$ cat src/rtl/pipeline_ctrl_pkg.sv
// Shared definitions for the pipeline hazard/stall controller: register address
// width, RAM op codes, pause polarity and controller state encodings.
package pipeline_ctrl_pkg;

  localparam int REG_ADDR_W = 5;

  localparam logic RAM_OP_RD = 1'b0;
  localparam logic RAM_OP_WR = 1'b1;

  localparam logic PAUSE_ENABLE  = 1'b1;
  localparam logic PAUSE_DISABLE = 1'b0;

  typedef enum logic [1:0] {
    RUN      = 2'd0,
    LU_STALL = 2'd1,
    MEM_WAIT = 2'd2,
    FLUSH    = 2'd3
  } ctrl_state_t;

endpackage

$ cat src/rtl/pipeline_ctrl_hazard_detect.sv
// Load-use comparator: the instruction in EXE is a load whose destination
// is a source that the instruction in ID actually reads.
module hazard_detect
  import pipeline_ctrl_pkg::*;
(
  input  logic [REG_ADDR_W-1:0] rs_addr,
  input  logic [REG_ADDR_W-1:0] rt_addr,
  input  logic                  rs_use,
  input  logic                  rt_use,
  input  logic                  ram_en,
  input  logic                  ram_op,
  input  logic [REG_ADDR_W-1:0] wb_addr,
  output logic                  load_use
);

  assign load_use = ram_en && (ram_op == RAM_OP_RD) &&
                    ((rs_use && (rs_addr == wb_addr)) ||
                     (rt_use && (rt_addr == wb_addr)));

endmodule

$ cat src/rtl/pipeline_ctrl.sv
// Pipeline stall/flush controller: load-use bubbles, shared-RAM wait with
// timeout, and branch flushes, plus a saturating stall-cycle counter.
module pipeline_ctrl
  import pipeline_ctrl_pkg::*;
#(
  parameter int unsigned MEM_TIMEOUT = 15
) (
  input  logic                  rst,
  input  logic                  clk_50MHz,
  input  logic [REG_ADDR_W-1:0] id_rs_addr,
  input  logic [REG_ADDR_W-1:0] id_rt_addr,
  input  logic                  id_rs_use,
  input  logic                  id_rt_use,
  input  logic                  ie_RAM_en,
  input  logic                  ie_RAM_op,
  input  logic [REG_ADDR_W-1:0] ie_wb_addr,
  input  logic                  ie_jump_taken,
  input  logic                  em_RAM_en,
  input  logic                  mem_ack,
  output logic                  pc_PAUSE,
  output logic                  if_PAUSE,
  output logic                  ie_PAUSE,
  output logic                  em_PAUSE,
  output logic                  jump_control_ie_PAUSE,
  output logic                  if_FLUSH,
  output logic                  mem_timeout,
  output logic [15:0]           stall_cnt
);

  localparam logic [3:0] WAIT_LAST = 4'(MEM_TIMEOUT - 1);

  ctrl_state_t state, state_next;
  logic [3:0]  wait_cnt;
  logic        jump_pending;
  logic        jump_req;
  logic        load_use;
  logic        timeout_hit;

  hazard_detect u_hazard_detect (
    .rs_addr (id_rs_addr),
    .rt_addr (id_rt_addr),
    .rs_use  (id_rs_use),
    .rt_use  (id_rt_use),
    .ram_en  (ie_RAM_en),
    .ram_op  (ie_RAM_op),
    .wb_addr (ie_wb_addr),
    .load_use(load_use)
  );

  // A jump that was parked behind a memory wait is replayed as if it had just resolved.
  assign jump_req = ie_jump_taken || jump_pending;

  always_comb begin
    state_next            = state;
    pc_PAUSE              = PAUSE_DISABLE;
    if_PAUSE              = PAUSE_DISABLE;
    ie_PAUSE              = PAUSE_DISABLE;
    em_PAUSE              = PAUSE_DISABLE;
    jump_control_ie_PAUSE = PAUSE_DISABLE;
    if_FLUSH              = 1'b0;
    timeout_hit           = 1'b0;
    unique case (state)
      RUN, LU_STALL: begin
        if (em_RAM_en) begin
          pc_PAUSE   = PAUSE_ENABLE;
          if_PAUSE   = PAUSE_ENABLE;
          ie_PAUSE   = PAUSE_ENABLE;
          em_PAUSE   = PAUSE_ENABLE;
          state_next = MEM_WAIT;
        end else if (jump_req) begin
          if_FLUSH              = 1'b1;
          jump_control_ie_PAUSE = PAUSE_ENABLE;
          state_next            = FLUSH;
        end else if (state == RUN && load_use) begin
          pc_PAUSE              = PAUSE_ENABLE;
          if_PAUSE              = PAUSE_ENABLE;
          jump_control_ie_PAUSE = PAUSE_ENABLE;
          state_next            = LU_STALL;
        end else begin
          state_next = RUN;
        end
      end
      MEM_WAIT: begin
        pc_PAUSE = PAUSE_ENABLE;
        if_PAUSE = PAUSE_ENABLE;
        ie_PAUSE = PAUSE_ENABLE;
        em_PAUSE = PAUSE_ENABLE;
        if (mem_ack) begin
          state_next = RUN;
        end else if (wait_cnt == WAIT_LAST) begin
          timeout_hit = 1'b1;
          state_next  = RUN;
        end
      end
      FLUSH:   state_next = RUN;
      default: state_next = RUN;
    endcase
    // Decoded outputs must read idle while reset is held, whatever the inputs.
    if (!rst) begin
      pc_PAUSE              = PAUSE_DISABLE;
      if_PAUSE              = PAUSE_DISABLE;
      ie_PAUSE              = PAUSE_DISABLE;
      em_PAUSE              = PAUSE_DISABLE;
      jump_control_ie_PAUSE = PAUSE_DISABLE;
      if_FLUSH              = 1'b0;
      timeout_hit           = 1'b0;
    end
  end

  always_ff @(posedge clk_50MHz or negedge rst) begin
    if (!rst) begin
      state        <= RUN;
      wait_cnt     <= 4'd0;
      jump_pending <= 1'b0;
      mem_timeout  <= 1'b0;
      stall_cnt    <= 16'd0;
    end else begin
      state    <= state_next;
      wait_cnt <= (state == MEM_WAIT) ? wait_cnt + 4'd1 : 4'd0;
      if (em_PAUSE && ie_jump_taken)
        jump_pending <= 1'b1;
      else if (if_FLUSH)
        jump_pending <= 1'b0;
      if (timeout_hit)
        mem_timeout <= 1'b1;
      if (pc_PAUSE && stall_cnt != 16'hFFFF)
        stall_cnt <= stall_cnt + 16'd1;
    end
  end

endmodule

$ cat config.mk
export PLATFORM = sky130hd
export DESIGN_NAME = pipeline_ctrl
export DESIGN_NICKNAME = d
export VERILOG_FILES = /design/src/rtl/pipeline_ctrl_pkg.sv /design/src/rtl/pipeline_ctrl_hazard_detect.sv /design/src/rtl/pipeline_ctrl.sv
export SDC_FILE = /design/constraint.sdc
export NUM_CORES = 1
export LEC_CHECK = 0
export ABC_AREA = 1
export CAP_MARGIN = 20
export CORE_MARGIN = 4
export CORE_UTILIZATION = 43
export DETAILED_ROUTE_END_ITERATION = 12
export GPL_TIMING_DRIVEN = 0
export PLACE_DENSITY = 0.74
export SLEW_MARGIN = 20
export SYNTH_ARGS = -nofsm -noshare
export SYNTH_HDL_FRONTEND = slang
export SYNTH_SLANG_ARGS = --single-unit
$ cat constraint.sdc
create_clock -name clk_50MHz -period 1.6 [get_ports clk_50MHz]
set_input_delay 0.32 -clock clk_50MHz [delete_from_list [all_inputs] [get_ports clk_50MHz]]
set_output_delay 0.32 -clock clk_50MHz [all_outputs]
set_load 0.01 [all_outputs]
==> results_tabular.tex, run 1 <==
\begin{tabular}{lr}
\hline
Metric & Value \\
\hline
\multicolumn{2}{l}{\textbf{Clock network}} \\
Number of sinks on the clock net & 24 \\
CTS Buf Count & 3 \\
Number of buffers on the longest clock path & 2 \\
Clock-pin slew of the registers on the worst-case setup and hold paths & 0.08 ns \\
Library cell used as clock root buffer & sky130\_fd\_sc\_hd\_\_clkbuf\_8 \\
Worst-Skew Late Latency & 0.26 ns \\
TritonCTS clock tree & yes \\
Total number of H-tree levels & 1 \\
\multicolumn{2}{l}{\textbf{Placed design}} \\
HPWL reported at the end of detailed placement & 2670 um \\
Port Buf Inserts & 46 \\
Cell Area, Placed & 2120 um2 \\
Number of placed cells counting well taps & 318 \\
Weighted congestion reported at the end of routability-driven placement & 0.808 \\
\multicolumn{2}{l}{\textbf{Synth}} \\
Proportion of synthesized flip-flops having asynchronous set or reset & 100\% \\
Synthesized cell area & 1600 um2 \\
Count of flip-flops with a built-in enable after synthesis & 0 \\
FF+latch count, synth & 24 \\
Post-synth top area share & 37.6\% \\
Cell with the most instances after synthesis & sky130\_fd\_sc\_hd\_\_nand2\_1 \\
Post-synth cell types & 27 \\
Top cell types by occurrence after synthesis & 75 x sky130\_fd\_sc\_hd\_\_nand2\_1, 30 x sky130\_fd\_sc\_hd\_\_inv\_1, 26 x sky130\_fd\_sc\_hd\_\_nor2\_1 \\
Number of instances in the synthesized netlist & 226 \\
Largest area contributor in the synthesized netlist & sky130\_fd\_sc\_hd\_\_dfrtp\_1 \\
Most used DFF post-synth & sky130\_fd\_sc\_hd\_\_dfrtp\_1 \\
Main area contributors after synthesis & sky130\_fd\_sc\_hd\_\_dfrtp\_1 38\%, sky130\_fd\_sc\_hd\_\_nand2\_1 18\%, sky130\_fd\_sc\_hd\_\_nand3\_1 7.5\% \\
Sequential-to-total area share from yosys stat & 37.6\% \\
Syn avg cell area & 7.06 um2 \\
Yosys warning count & 0 \\
Post-Syn Nets & 253 \\
\multicolumn{2}{l}{\textbf{Timing}} \\
Setup repair after global routing missed its margin & yes \\
Part of the cycle the worst path needs & 113\% \\
Least-Margin Pin Slew & 0.539 ns \\
Worst Slack Setup Final & -0.212 ns \\
Number of max-slew violations in the final report & 0 \\
Final number of setup-violating endpoints & 19 \\
Worst clock skew & 0.00431 ns \\
Worst rel slew slack & 64.1\% \\
Final min period & 1.81 ns \\
Peak clock frequency supported by timing & 552 MHz \\
Hold Violations, Final & 0 \\
\multicolumn{2}{l}{\textbf{Finish}} \\
Final standard cell area without fillers & 2590 um2 \\
Nets & 336 \\
Area Overhead vs Synth & 62.3\% \\
Share of final-layout standard cells stronger than drive strength 1 & 34.9\% \\
Ant. Diodes & 0 \\
Number of standard cells in the final layout excluding fillers & 353 \\
\multicolumn{2}{l}{\textbf{Worst setup path}} \\
Worst R2R Start & stall\_cnt[1]\$\_DFFE\_PN0P\_ \\
Category of the critical setup timing path & reg -> out \\
Timing startpoint of the critical path & state[1]\$\_DFFE\_PN0P\_ \\
Critical path launch point type & flop \\
Reg-to-Reg End & stall\_cnt[11]\$\_DFFE\_PN0P\_ \\
Internal reg-to-reg setup slack & -0.08 ns \\
R2R cell count & 10 \\
Critical path arrival & 1.49 ns \\
Worst endpoint required time & 1.28 ns \\
Maximum fanout count along the critical path & 4 \\
Kind of end point of the critical path & primary output \\
\multicolumn{2}{l}{\textbf{Routing}} \\
Count of TritonRoute iterations in the first routing pass & 5 \\
Via total after detailed routing & 1751 \\
DRC violation count after routing & 0 \\
Routed wire per std cell & 13.1 um \\
Iter 0 DRT Violations & 110 \\
Vias/cell & 4.96 \\
DRT Wirelength & 4640 um \\
Post-DRT Antenna Nets & 0 \\
\multicolumn{2}{l}{\textbf{Global routing}} \\
Largest net degree at the start of global routing & 25 \\
Via count of the first global-routing pass & 1577 \\
Initial antenna violation count & 0 \\
Overall routing resource usage & 20.1\% \\
Global-route wire length before repair & 7220 um \\
Total global routing overflow & 0 \\
\multicolumn{2}{l}{\textbf{Floorplanning}} \\
Floorplan row count & 21 \\
DIE WIDTH & 68.9 um \\
Floorplan die area & 4750 um2 \\
Height of the chip & 68.9 um \\
Io pins & 47 \\
Effective utilization at floorplan & 46.0\% \\
Area of the core region & 3470 um2 \\
\multicolumn{2}{l}{\textbf{Flow run}} \\
Number of violations of the max-capacitance limit & 0 \\
\multicolumn{2}{l}{\textbf{Run status}} \\
Outcome & finished with violations \\
Violated checks & setup timing \\
\multicolumn{2}{l}{\textbf{Hold path}} \\
Tightest Hold Check Type & in -> async \\
\multicolumn{2}{l}{\textbf{Pwr}} \\
P per Cell Area & 957 nW/um2 \\
Leakage power & 0.00142 uW \\
Max VDD drop & 0.743 mV \\
\hline
\end{tabular}
## cells in the final DEF (no fill, tap or decap), types with 2 or more instances in the layout
master / n
sky130_fd_sc_hd__a31o_2: 2
sky130_fd_sc_hd__buf_2: 9
sky130_fd_sc_hd__buf_4: 27
sky130_fd_sc_hd__buf_6: 9
sky130_fd_sc_hd__clkbuf_8: 3
sky130_fd_sc_hd__clkdlybuf4s15_1: 7
sky130_fd_sc_hd__clkdlybuf4s15_2: 4
sky130_fd_sc_hd__clkdlybuf4s50_1: 10
sky130_fd_sc_hd__dfrtp_1: 16
sky130_fd_sc_hd__dfrtp_2: 8
sky130_fd_sc_hd__dlygate4sd2_1: 8
sky130_fd_sc_hd__dlymetal6s2s_1: 6
sky130_fd_sc_hd__ha_1: 2
sky130_fd_sc_hd__inv_1: 26
sky130_fd_sc_hd__inv_2: 6
sky130_fd_sc_hd__nand2_1: 56
sky130_fd_sc_hd__nand2_2: 17
sky130_fd_sc_hd__nand2_4: 5
sky130_fd_sc_hd__nand3_1: 22
sky130_fd_sc_hd__nand3_2: 2
sky130_fd_sc_hd__nand3_4: 2
sky130_fd_sc_hd__nand4_1: 2
sky130_fd_sc_hd__nor2_1: 24
sky130_fd_sc_hd__nor2_4: 2
sky130_fd_sc_hd__nor3_1: 3
sky130_fd_sc_hd__nor3_2: 2
sky130_fd_sc_hd__nor4_4: 2
sky130_fd_sc_hd__xnor2_1: 3
sky130_fd_sc_hd__xor2_1: 11
## state kept, by name (all words and copies together), names as in the netlist
name / count
wait_cnt: 4
mem_timeout: 1
stall_cnt: 16
jump_pending: 1
state: 2
## metal layers
metal  wire (um)  vias to the layer above  global-route usage, %
met5           0                        -                      0
met4          65                        0                   6.57
met3         292                        8                   3.57
met2        2180                       62                   32.3
met1        2100                      807                   27.5
li1            -                      874                      -
## critical path, stage by stage, from the launching register on
cell and delay, ns:
sky130_fd_sc_hd__dfrtp_2 0.46, sky130_fd_sc_hd__buf_12 0.14, sky130_fd_sc_hd__nor2_4 0.10, sky130_fd_sc_hd__nor2_2 0.06, sky130_fd_sc_hd__inv_1 0.09, sky130_fd_sc_hd__nand2_4 0.06, sky130_fd_sc_hd__buf_6 0.11, sky130_fd_sc_hd__buf_6 0.10
sky130_fd_sc_hd__buf_6 0.11
## cell type report
| cell class | count | area, um2 |
|---|---|---|
| Multi-Input combinational cell | 165 | 987 |
| Buffer | 5 | 56.3 |
| Sequential cell | 24 | 611 |
| Tap cell | 46 | 57.6 |
| Fill cell | 264 | 880 |
| Timing Repair Buffer | 78 | 716 |
| Clock buffer | 3 | 41.3 |
| Inverter | 32 | 120 |
## stage by stage
stage	util, %	TNS [ns]	hold slack, ns	setup WS, ns	total power, uW
after floorplan	-	-0.854	0.0244	-0.0692	1330
after global placement	61.3	-33.31	0.456	-1.95	1680
after detailed placement	61.1	-10.93	0.357	-1.14	1700
after CTS	69.7	-2.42	0.358	-0.201	2270
after global routing	74.6	-3.30	0.233	-0.289	2660
final	74.6	-1.07	0.180	-0.212	2480
## worst max path at each step
stage	to	slack [ns]	cells past startpoint
finish	pc_PAUSE	-0.21	8
global route	pc_PAUSE	-0.29	6
CTS	pc_PAUSE	-0.20	6
detailed placement	pc_PAUSE	-1.14	12
global placement	pc_PAUSE	-1.95	8
floorplan	stall_cnt[11]$_DFFE_PN0P_	-0.07	10
## timing repair
item,CTS,global route
cloned,2,0
resized for setup,116,26
setup endpoints to repair,26,33
hold endpoints to repair,24,0
pin swaps,31,13
buffers inserted,17,12
hold buffers,1,0
## kinds of logic (layout without fill, tap and decap cells)
group	after synthesis	after routing	share of synthesized area (%)
DFF	24	24	37.6
AOI/OAI and AO/OA	6	6	2.74
adders and majority gates	3	3	2.35
xor gates and xnor gates	14	14	7.69
and+or+nand+nor	142	142	39.8
buffers and inverters	37	118	9.80
## power by group
group / internal [uW] / switching, uW / total, uW
logic: 652 / 600 / 1250
clock network: 168 / 181 / 349
registers: 732 / 145 / 877
Note: power is estimated with default switching activity, not from simulation.
==> run 2: changes to the inputs <==
--- a/config.mk
+++ b/config.mk
@@ -11,7 +11,7 @@
 export CORE_UTILIZATION = 43
 export DETAILED_ROUTE_END_ITERATION = 12
 export GPL_TIMING_DRIVEN = 0
-export PLACE_DENSITY = 0.74
+export PLACE_DENSITY_LB_ADDON = 0.1
 export SLEW_MARGIN = 20
 export SYNTH_ARGS = -nofsm -noshare
 export SYNTH_HDL_FRONTEND = slang
==> results_tabular.tex, run 2 (synthesized netlist as in run 1, its figures left out) <==
\begin{tabular}{lr}
\hline
Metric & Value \\
\hline
\multicolumn{2}{l}{\textbf{Timing}} \\
Peak clock frequency supported by timing & 546 MHz (was 552 MHz) \\
Final min period & 1.83 ns (was 1.81 ns) \\
Least-Margin Pin Slew & 0.594 ns (was 0.539 ns) \\
Worst rel slew slack & 60.1\% (was 64.1\%) \\
Setup repair after global routing missed its margin & yes (unchanged) \\
Worst Slack Setup Final & -0.230 ns (was -0.212 ns) \\
Number of max-slew violations in the final report & 0 (unchanged) \\
Hold Violations, Final & 0 (unchanged) \\
Final number of setup-violating endpoints & 17 (was 19) \\
Part of the cycle the worst path needs & 114\% (was 113\%) \\
Worst clock skew & 0.00566 ns (was 0.00431 ns) \\
Worst hold slack after final layout & 0.00909 ns (was 0.180 ns) \\
\multicolumn{2}{l}{\textbf{Placed design}} \\
HPWL reported at the end of detailed placement & 2640 um (was 2670 um) \\
Cell Area, Placed & 2120 um2 (unchanged) \\
Post-placement worst setup slack & -1.15 ns (was -1.14 ns) \\
Port Buf Inserts & 46 (unchanged) \\
Weighted congestion reported at the end of routability-driven placement & 0.840 (was 0.808) \\
\multicolumn{2}{l}{\textbf{Worst setup path}} \\
Worst path bufs/invs & 5 (unchanged) \\
Slowest-stage cell, CP & sky130\_fd\_sc\_hd\_\_dfrtp\_2 (unchanged) \\
Maximum fanout count along the critical path & 5 (was 4) \\
Kind of end point of the critical path & primary output (unchanged) \\
Cell family with most CP delay & buffers and inverters (unchanged) \\
Cell with the most instances on the worst path & sky130\_fd\_sc\_hd\_\_buf\_6 (unchanged) \\
Critical path arrival & 1.51 ns (was 1.49 ns) \\
Category of the critical setup timing path & reg -> out (unchanged) \\
Crit-path cells & buf\_6 -> nor2\_4 -> nor2\_2 -> inv\_1 -> nand2\_4 -> buf\_6 -> buf\_6 -> buf\_6 (was buf\_12 -> nor2\_4 -> nor2\_2 -> inv\_1 -> nand2\_4 -> buf\_6 -> buf\_6 -> buf\_6) \\
Worst endpoint required time & 1.28 ns (about the same) \\
Critical path launch point type & flop (unchanged) \\
Slowest stage delay, CP & 0.46 ns (about the same) \\
\multicolumn{2}{l}{\textbf{Clock network}} \\
Number of sinks on the clock net & 24 (unchanged) \\
Number of buffers on the longest clock path & 2 (unchanged) \\
TritonCTS clock tree & yes (unchanged) \\
Total number of H-tree levels & 1 (unchanged) \\
CTS Buf Count & 3 (unchanged) \\
Library cell used as clock root buffer & sky130\_fd\_sc\_hd\_\_clkbuf\_8 (unchanged) \\
Clock-pin slew of the registers on the worst-case setup and hold paths & 0.08 ns (about the same) \\
Worst-Skew Late Latency & 0.27 ns (was 0.26 ns) \\
\multicolumn{2}{l}{\textbf{Routing}} \\
Iter 0 DRT Violations & 54 (was 110) \\
Post-DRT Antenna Nets & 0 (unchanged) \\
Routed wire per std cell & 12.3 um (was 13.1 um) \\
Vias/cell & 4.77 (was 4.96) \\
DRC violation count after routing & 0 (unchanged) \\
DRT Wirelength & 4340 um (was 4640 um) \\
Count of TritonRoute iterations in the first routing pass & 4 (was 5) \\
Via total after detailed routing & 1690 (was 1751) \\
\multicolumn{2}{l}{\textbf{Floorplanning}} \\
Floorplan die area & 4750 um2 (unchanged) \\
DIE WIDTH & 68.9 um (unchanged) \\
Floorplan row count & 21 (unchanged) \\
Io pins & 47 (unchanged) \\
Height of the chip & 68.9 um (unchanged) \\
Area of the core region & 3470 um2 (unchanged) \\
Effective utilization at floorplan & 46.0\% (unchanged) \\
\multicolumn{2}{l}{\textbf{Finish}} \\
Top reg by flops & stall\_cnt (unchanged) \\
Fill cells & 256 (was 264) \\
Nets & 337 (was 336) \\
Most common library cell in the layout ignoring fill and taps & sky130\_fd\_sc\_hd\_\_nand2\_1 (unchanged) \\
Area Overhead vs Synth & 64.3\% (was 62.3\%) \\
Flip-flop count of the largest register after layout & 16 (unchanged) \\
Commonest cells after routing, fill and taps aside & 56 x sky130\_fd\_sc\_hd\_\_nand2\_1, 29 x sky130\_fd\_sc\_hd\_\_inv\_1, 28 x sky130\_fd\_sc\_hd\_\_buf\_4, 23 x sky130\_fd\_sc\_hd\_\_nor2\_1, 20 x sky130\_fd\_sc\_hd\_\_dlygate4sd2\_1 (was 56 x sky130\_fd\_sc\_hd\_\_nand2\_1, 27 x sky130\_fd\_sc\_hd\_\_buf\_4, 26 x sky130\_fd\_sc\_hd\_\_inv\_1, 24 x sky130\_fd\_sc\_hd\_\_nor2\_1, 22 x sky130\_fd\_sc\_hd\_\_nand3\_1) \\
Share of final-layout standard cells stronger than drive strength 1 & 34.4\% (was 34.9\%) \\
Ant. Diodes & 0 (unchanged) \\
Leading registers by flop count & stall\_cnt x16, wait\_cnt x4, state x2 (unchanged) \\
Core utilization of the finished layout & 75.6\% (was 74.6\%) \\
Final standard cell area without fillers & 2620 um2 (was 2590 um2) \\
\multicolumn{2}{l}{\textbf{Global routing}} \\
Initial antenna violation count & 0 (unchanged) \\
Total global routing overflow & 0 (unchanged) \\
Largest net degree at the start of global routing & 25 (unchanged) \\
Global-route wire length before repair & 6980 um (was 7220 um) \\
Via count of the first global-routing pass & 1574 (was 1577) \\
Overall routing resource usage & 19.5\% (was 20.1\%) \\
\multicolumn{2}{l}{\textbf{Pwr}} \\
Leakage power & 0.00141 uW (was 0.00142 uW) \\
Total power after layout & 2430 uW (was 2480 uW) \\
Max VDD drop & 0.641 mV (was 0.743 mV) \\
P per Cell Area & 928 nW/um2 (was 957 nW/um2) \\
\multicolumn{2}{l}{\textbf{Flow run}} \\
Number of violations of the max-capacitance limit & 0 (unchanged) \\
\multicolumn{2}{l}{\textbf{Run status}} \\
Outcome & finished with violations (unchanged) \\
Violated checks & setup timing (unchanged) \\
\multicolumn{2}{l}{\textbf{Hold path}} \\
Tightest Hold Check Type & in -> async (unchanged) \\
\hline
\end{tabular}
==> run 2: path summary, 6_finish.rpt <==
| check | from | endpoint | slack [ns] | cells after the start |
|---|---|---|---|---|
| max in group asynchronous | rst | state[1]$_DFFE_PN0P_ | 1.43 | 2 |
| min in group clk_50MHz | rst | mem_timeout$_DFFE_PN0P_ | 0.36 | 2 |
| worst min register to register | mem_timeout$_DFFE_PN0P_ | mem_timeout$_DFFE_PN0P_ | 0.47 | 1 |
| worst max-delay path | state[1]$_DFFE_PN0P_ | pc_PAUSE | -0.23 | 8 |
| worst max register to register | stall_cnt[15]$_DFFE_PN0P_ | stall_cnt[9]$_DFFE_PN0P_ | -0.03 | 7 |
| worst min-delay path | rst | stall_cnt[13]$_DFFE_PN0P_ | 0.009 | 2 |
==> run 2: per-stage QoR <==
| step | TNS (ns) | cells |
|---|---|---|
| after global placement | -32.34 | 318 |
| after floorplan | -0.854 | 226 |
| final | -0.754 | 354 |
| after detailed placement | -10.87 | 318 |
| after CTS | -2.49 | 342 |
| after global routing | -2.77 | 354 |
==> run 2: metal layers <==
metal  global-route usage [%]  vias up  wire length [um]
met3                     3.08        4               208
li1                         -      866                 -
met4                     4.38        0                47
met2                     32.3       32              2050
met5                        0        -                 0
met1                     26.8      788              2030
==> run 2: timing repair <==
action                     4_1_cts  5_1_grt
hold endpoints to repair        24        0
hold buffers                     1        0
resized for setup               94       29
setup endpoints to repair       27       29
buffers inserted                18       13
gates cloned                     2        0
pin swaps                       34       22
==> run 2: cell type report <==
type | instances | area, um2 | area share (%)
timing repair buffer | 79 | 717 | 27.4
tap | 46 | 57.6 | 2.20
inverter | 32 | 120 | 4.58
clock buffer | 3 | 41.3 | 1.58
buffer | 5 | 52.6 | 2.00
sequential | 24 | 611 | 23.3
multi-input combinational | 165 | 1020 | 39.0
==> run 2: where the power goes <==
| part | switching, uW | leakage (uW) | internal, uW |
|---|---|---|---|
| combinational | 567 | 0.00108 | 608 |
| sequential | 164 | 0.000309 | 735 |
| clock | 190 | 0.0000216 | 169 |
==> run 3: changes to the inputs <==
--- a/config.mk
+++ b/config.mk
@@ -7,9 +7,10 @@
 export LEC_CHECK = 0
 export ABC_AREA = 1
 export CAP_MARGIN = 20
-export CORE_MARGIN = 4
-export CORE_UTILIZATION = 43
+export CORE_MARGIN = 2
+export CORE_UTILIZATION = 56
 export DETAILED_ROUTE_END_ITERATION = 12
+export DONT_BUFFER_PORTS = 1
 export GPL_TIMING_DRIVEN = 0
 export PLACE_DENSITY_LB_ADDON = 0.1
 export SLEW_MARGIN = 20
==> results_tabular.tex, run 3 (synthesized netlist as in run 1, its figures left out) <==
\begin{tabular}{lr}
\hline
Metric & Value \\
\hline
\multicolumn{2}{l}{\textbf{Routing}} \\
Routed wire per std cell & 14.9 um (was 12.3 um) \\
Count of TritonRoute iterations in the first routing pass & 5 (was 4) \\
Vias/cell & 5.35 (was 4.77) \\
DRC violation count after routing & 0 (unchanged) \\
DRT Wirelength & 4200 um (was 4340 um) \\
Post-DRT Antenna Nets & 0 (unchanged) \\
Iter 0 DRT Violations & 71 (was 54) \\
Via total after detailed routing & 1504 (was 1690) \\
\multicolumn{2}{l}{\textbf{Clock network}} \\
Library cell used as clock root buffer & sky130\_fd\_sc\_hd\_\_clkbuf\_4 (was sky130\_fd\_sc\_hd\_\_clkbuf\_8) \\
Number of sinks on the clock net & 24 (unchanged) \\
Clock-pin slew of the registers on the worst-case setup and hold paths & 0.12 ns (was 0.08 ns) \\
TritonCTS clock tree & yes (unchanged) \\
Number of buffers on the longest clock path & 2 (unchanged) \\
CTS Buf Count & 3 (unchanged) \\
Total number of H-tree levels & 1 (unchanged) \\
Worst-Skew Late Latency & 0.32 ns (was 0.27 ns) \\
\multicolumn{2}{l}{\textbf{Global routing}} \\
Initial antenna violation count & 0 (unchanged) \\
Total global routing overflow & 0 (unchanged) \\
Largest net degree at the start of global routing & 25 (unchanged) \\
Global-route wire length before repair & 6500 um (was 6980 um) \\
Via count of the first global-routing pass & 1527 (was 1574) \\
Overall routing resource usage & 26.1\% (was 19.5\%) \\
\multicolumn{2}{l}{\textbf{Timing}} \\
Part of the cycle the worst path needs & 116\% (was 114\%) \\
Final min period & 1.86 ns (was 1.83 ns) \\
Hold Violations, Final & 0 (unchanged) \\
Number of max-slew violations in the final report & 0 (unchanged) \\
Worst clock skew & 0.0129 ns (was 0.00566 ns) \\
Peak clock frequency supported by timing & 537 MHz (was 546 MHz) \\
Final number of setup-violating endpoints & 21 (was 17) \\
Setup repair after global routing missed its margin & yes (unchanged) \\
Least-Margin Pin Slew & 0.552 ns (was 0.594 ns) \\
Worst rel slew slack & 63.2\% (was 60.1\%) \\
Worst Slack Setup Final & -0.262 ns (was -0.230 ns) \\
\multicolumn{2}{l}{\textbf{Finish}} \\
Number of standard cells in the final layout excluding fillers & 281 (was 354) \\
Ant. Diodes & 0 (unchanged) \\
Leading registers by flop count & stall\_cnt x16, wait\_cnt x4, state x2 (unchanged) \\
Sequential Area & 606 um2 (was 611 um2) \\
Fill cells & 201 (was 256) \\
Share of final-layout standard cells stronger than drive strength 1 & 30.8\% (was 34.4\%) \\
Nets & 279 (was 337) \\
Footprint of the multi-input gates & 1010 um2 (was 1020 um2) \\
Top reg by flops & stall\_cnt (unchanged) \\
Flip-flop count of the largest register after layout & 16 (unchanged) \\
Most common library cell in the layout ignoring fill and taps & sky130\_fd\_sc\_hd\_\_nand2\_1 (unchanged) \\
Commonest cells after routing, fill and taps aside & 58 x sky130\_fd\_sc\_hd\_\_nand2\_1, 28 x sky130\_fd\_sc\_hd\_\_inv\_1, 20 x sky130\_fd\_sc\_hd\_\_nor2\_1, 20 x sky130\_fd\_sc\_hd\_\_nand3\_1, 20 x sky130\_fd\_sc\_hd\_\_dfrtp\_1 (was 56 x sky130\_fd\_sc\_hd\_\_nand2\_1, 29 x sky130\_fd\_sc\_hd\_\_inv\_1, 28 x sky130\_fd\_sc\_hd\_\_buf\_4, 23 x sky130\_fd\_sc\_hd\_\_nor2\_1, 20 x sky130\_fd\_sc\_hd\_\_dlygate4sd2\_1) \\
Area Overhead vs Synth & 29.2\% (was 64.3\%) \\
\multicolumn{2}{l}{\textbf{Pwr}} \\
Leakage power & 0.00106 uW (was 0.00141 uW) \\
Max VDD drop & 1.22 mV (was 0.641 mV) \\
P per Cell Area & 1020 nW/um2 (was 928 nW/um2) \\
\multicolumn{2}{l}{\textbf{Floorplanning}} \\
DIE WIDTH & 57.4 um (was 68.9 um) \\
Effective utilization at floorplan & 58.4\% (was 46.0\%) \\
Area of the core region & 2730 um2 (was 3470 um2) \\
Height of the chip & 57.4 um (was 68.9 um) \\
Io pins & 47 (unchanged) \\
Floorplan die area & 3290 um2 (was 4750 um2) \\
Floorplan row count & 19 (was 21) \\
\multicolumn{2}{l}{\textbf{Worst setup path}} \\
Slowest-stage cell, CP & sky130\_fd\_sc\_hd\_\_dfrtp\_2 (unchanged) \\
Category of the critical setup timing path & reg -> out (unchanged) \\
Worst endpoint required time & 1.28 ns (about the same) \\
Maximum fanout count along the critical path & 6 (was 5) \\
Critical path arrival & 1.54 ns (was 1.51 ns) \\
Crit-path cells & nand2\_1 -> nand2\_2 -> nor2\_4 -> inv\_2 -> nand2\_4 -> buf\_8 -> buf\_6 (was buf\_6 -> nor2\_4 -> nor2\_2 -> inv\_1 -> nand2\_4 -> buf\_6 -> buf\_6 -> buf\_6) \\
Slowest stage delay, CP & 0.48 ns (was 0.46 ns) \\
Kind of end point of the critical path & primary output (unchanged) \\
Critical path launch point type & flop (unchanged) \\
\multicolumn{2}{l}{\textbf{Hold path}} \\
Tightest Hold Check Type & in -> reg (was in -> async) \\
\multicolumn{2}{l}{\textbf{Run status}} \\
Violated checks & setup timing (unchanged) \\
Outcome & finished with violations (unchanged) \\
\multicolumn{2}{l}{\textbf{Placed design}} \\
Post-placement worst setup slack & -0.328 ns (was -1.15 ns) \\
Weighted congestion reported at the end of routability-driven placement & 0.877 (was 0.840) \\
HPWL reported at the end of detailed placement & 2480 um (was 2640 um) \\
Number of placed cells counting well taps & 257 (was 318) \\
Port Buf Inserts & 0 (was 46) \\
\multicolumn{2}{l}{\textbf{Flow run}} \\
Number of violations of the max-capacitance limit & 0 (unchanged) \\
\hline
\end{tabular}
==> run 3: changes by cell type in the layout (fill, tap and decap cells not counted), sizes merged <==
cell / before / now
buf: 45 / 24
bufbuf: 0 / 1
dlygate4sd3: 0 / 1
clkdlybuf4s15: 3 / 0
clkdlybuf4s50: 11 / 0
dlymetal6s2s: 5 / 0
dlygate4sd2: 20 / 0
==> run 3: metrics by stage <==
| stage | power [uW] | cell area, um2 | utilization (%) | hold slack, ns | setup TNS [ns] |
|---|---|---|---|---|---|
| floorplan | 1330 | 1610 | - | 0.0244 | -0.854 |
| global placement | 1410 | 1650 | 60.2 | 0.0254 | -3.87 |
| detailed placement | 1450 | 1650 | 60.2 | 0.0253 | -4.89 |
| CTS | 1970 | 1950 | 71.4 | 0.0501 | -2.97 |
| global route | 2240 | 2060 | 75.4 | 0.0342 | -4.90 |
| finish | 2110 | 2060 | 75.4 | 0.0635 | -2.99 |
==> run 3: critical path, delay by kind of cell (launching register included) <==
family | cells | cell delay, ns
buffers and inverters | 3 | 0.30
DFF | 1 | 0.48
and+or+nand+nor | 4 | 0.44
==> run 3: layout make-up <==
cell class / instances / share of cell area, %
Buffer: 5 / 2.91
Clock buffer: 3 / 1.09
Inverter: 32 / 5.83
Multi-Input combinational cell: 165 / 49.1
Sequential cell: 24 / 29.4
Tap cell: 31 / 1.88
Timing Repair Buffer: 21 / 9.78
==> run 3: path summary, 6_finish.rpt <==
kind | from | to | slack [ns] | cells after the start
worst max-delay path | state[1]$_DFFE_PN0P_ | pc_PAUSE | -0.26 | 7
worst min-delay path | em_RAM_en | state[0]$_DFFE_PN0P_ | 0.06 | 1
worst max register to register | stall_cnt[0]$_DFFE_PN0P_ | stall_cnt[8]$_DFFE_PN0P_ | -0.19 | 10
worst min register to register | wait_cnt[0]$_DFF_PN0_ | wait_cnt[0]$_DFF_PN0_ | 0.52 | 1
max in group asynchronous | rst | state[1]$_DFFE_PN0P_ | 0.66 | 2
min in group asynchronous | rst | stall_cnt[4]$_DFFE_PN0P_ | 0.52 | 2
==> run 3: where the power goes <==
| group | switching [uW] | leakage (uW) | total, uW | internal (uW) |
|---|---|---|---|---|
| clock | 178 | 0.0000138 | 266 | 88.2 |
| sequential | 224 | 0.000316 | 958 | 734 |
| combinational | 475 | 0.000728 | 887 | 411 |
==> run 3: per-layer routing <==
layer | wire length (um) | GRT usage, %
met1 | 1720 | 28.9
met2 | 2170 | 46.4
met3 | 214 | 5.90
met4 | 99 | 13.0
met5 | 0 | 0
==> run 3: what timing repair did <==
| action | CTS | global route |
|---|---|---|
| cloned | 3 | 0 |
| hold buffers | 1 | 1 |
| buffers inserted | 16 | 2 |
| endpoints found under the setup margin | 20 | 21 |
| hold endpoints to repair | 24 | 6 |
| pin swaps | 11 | 20 |
| resized for setup | 29 | 30 |
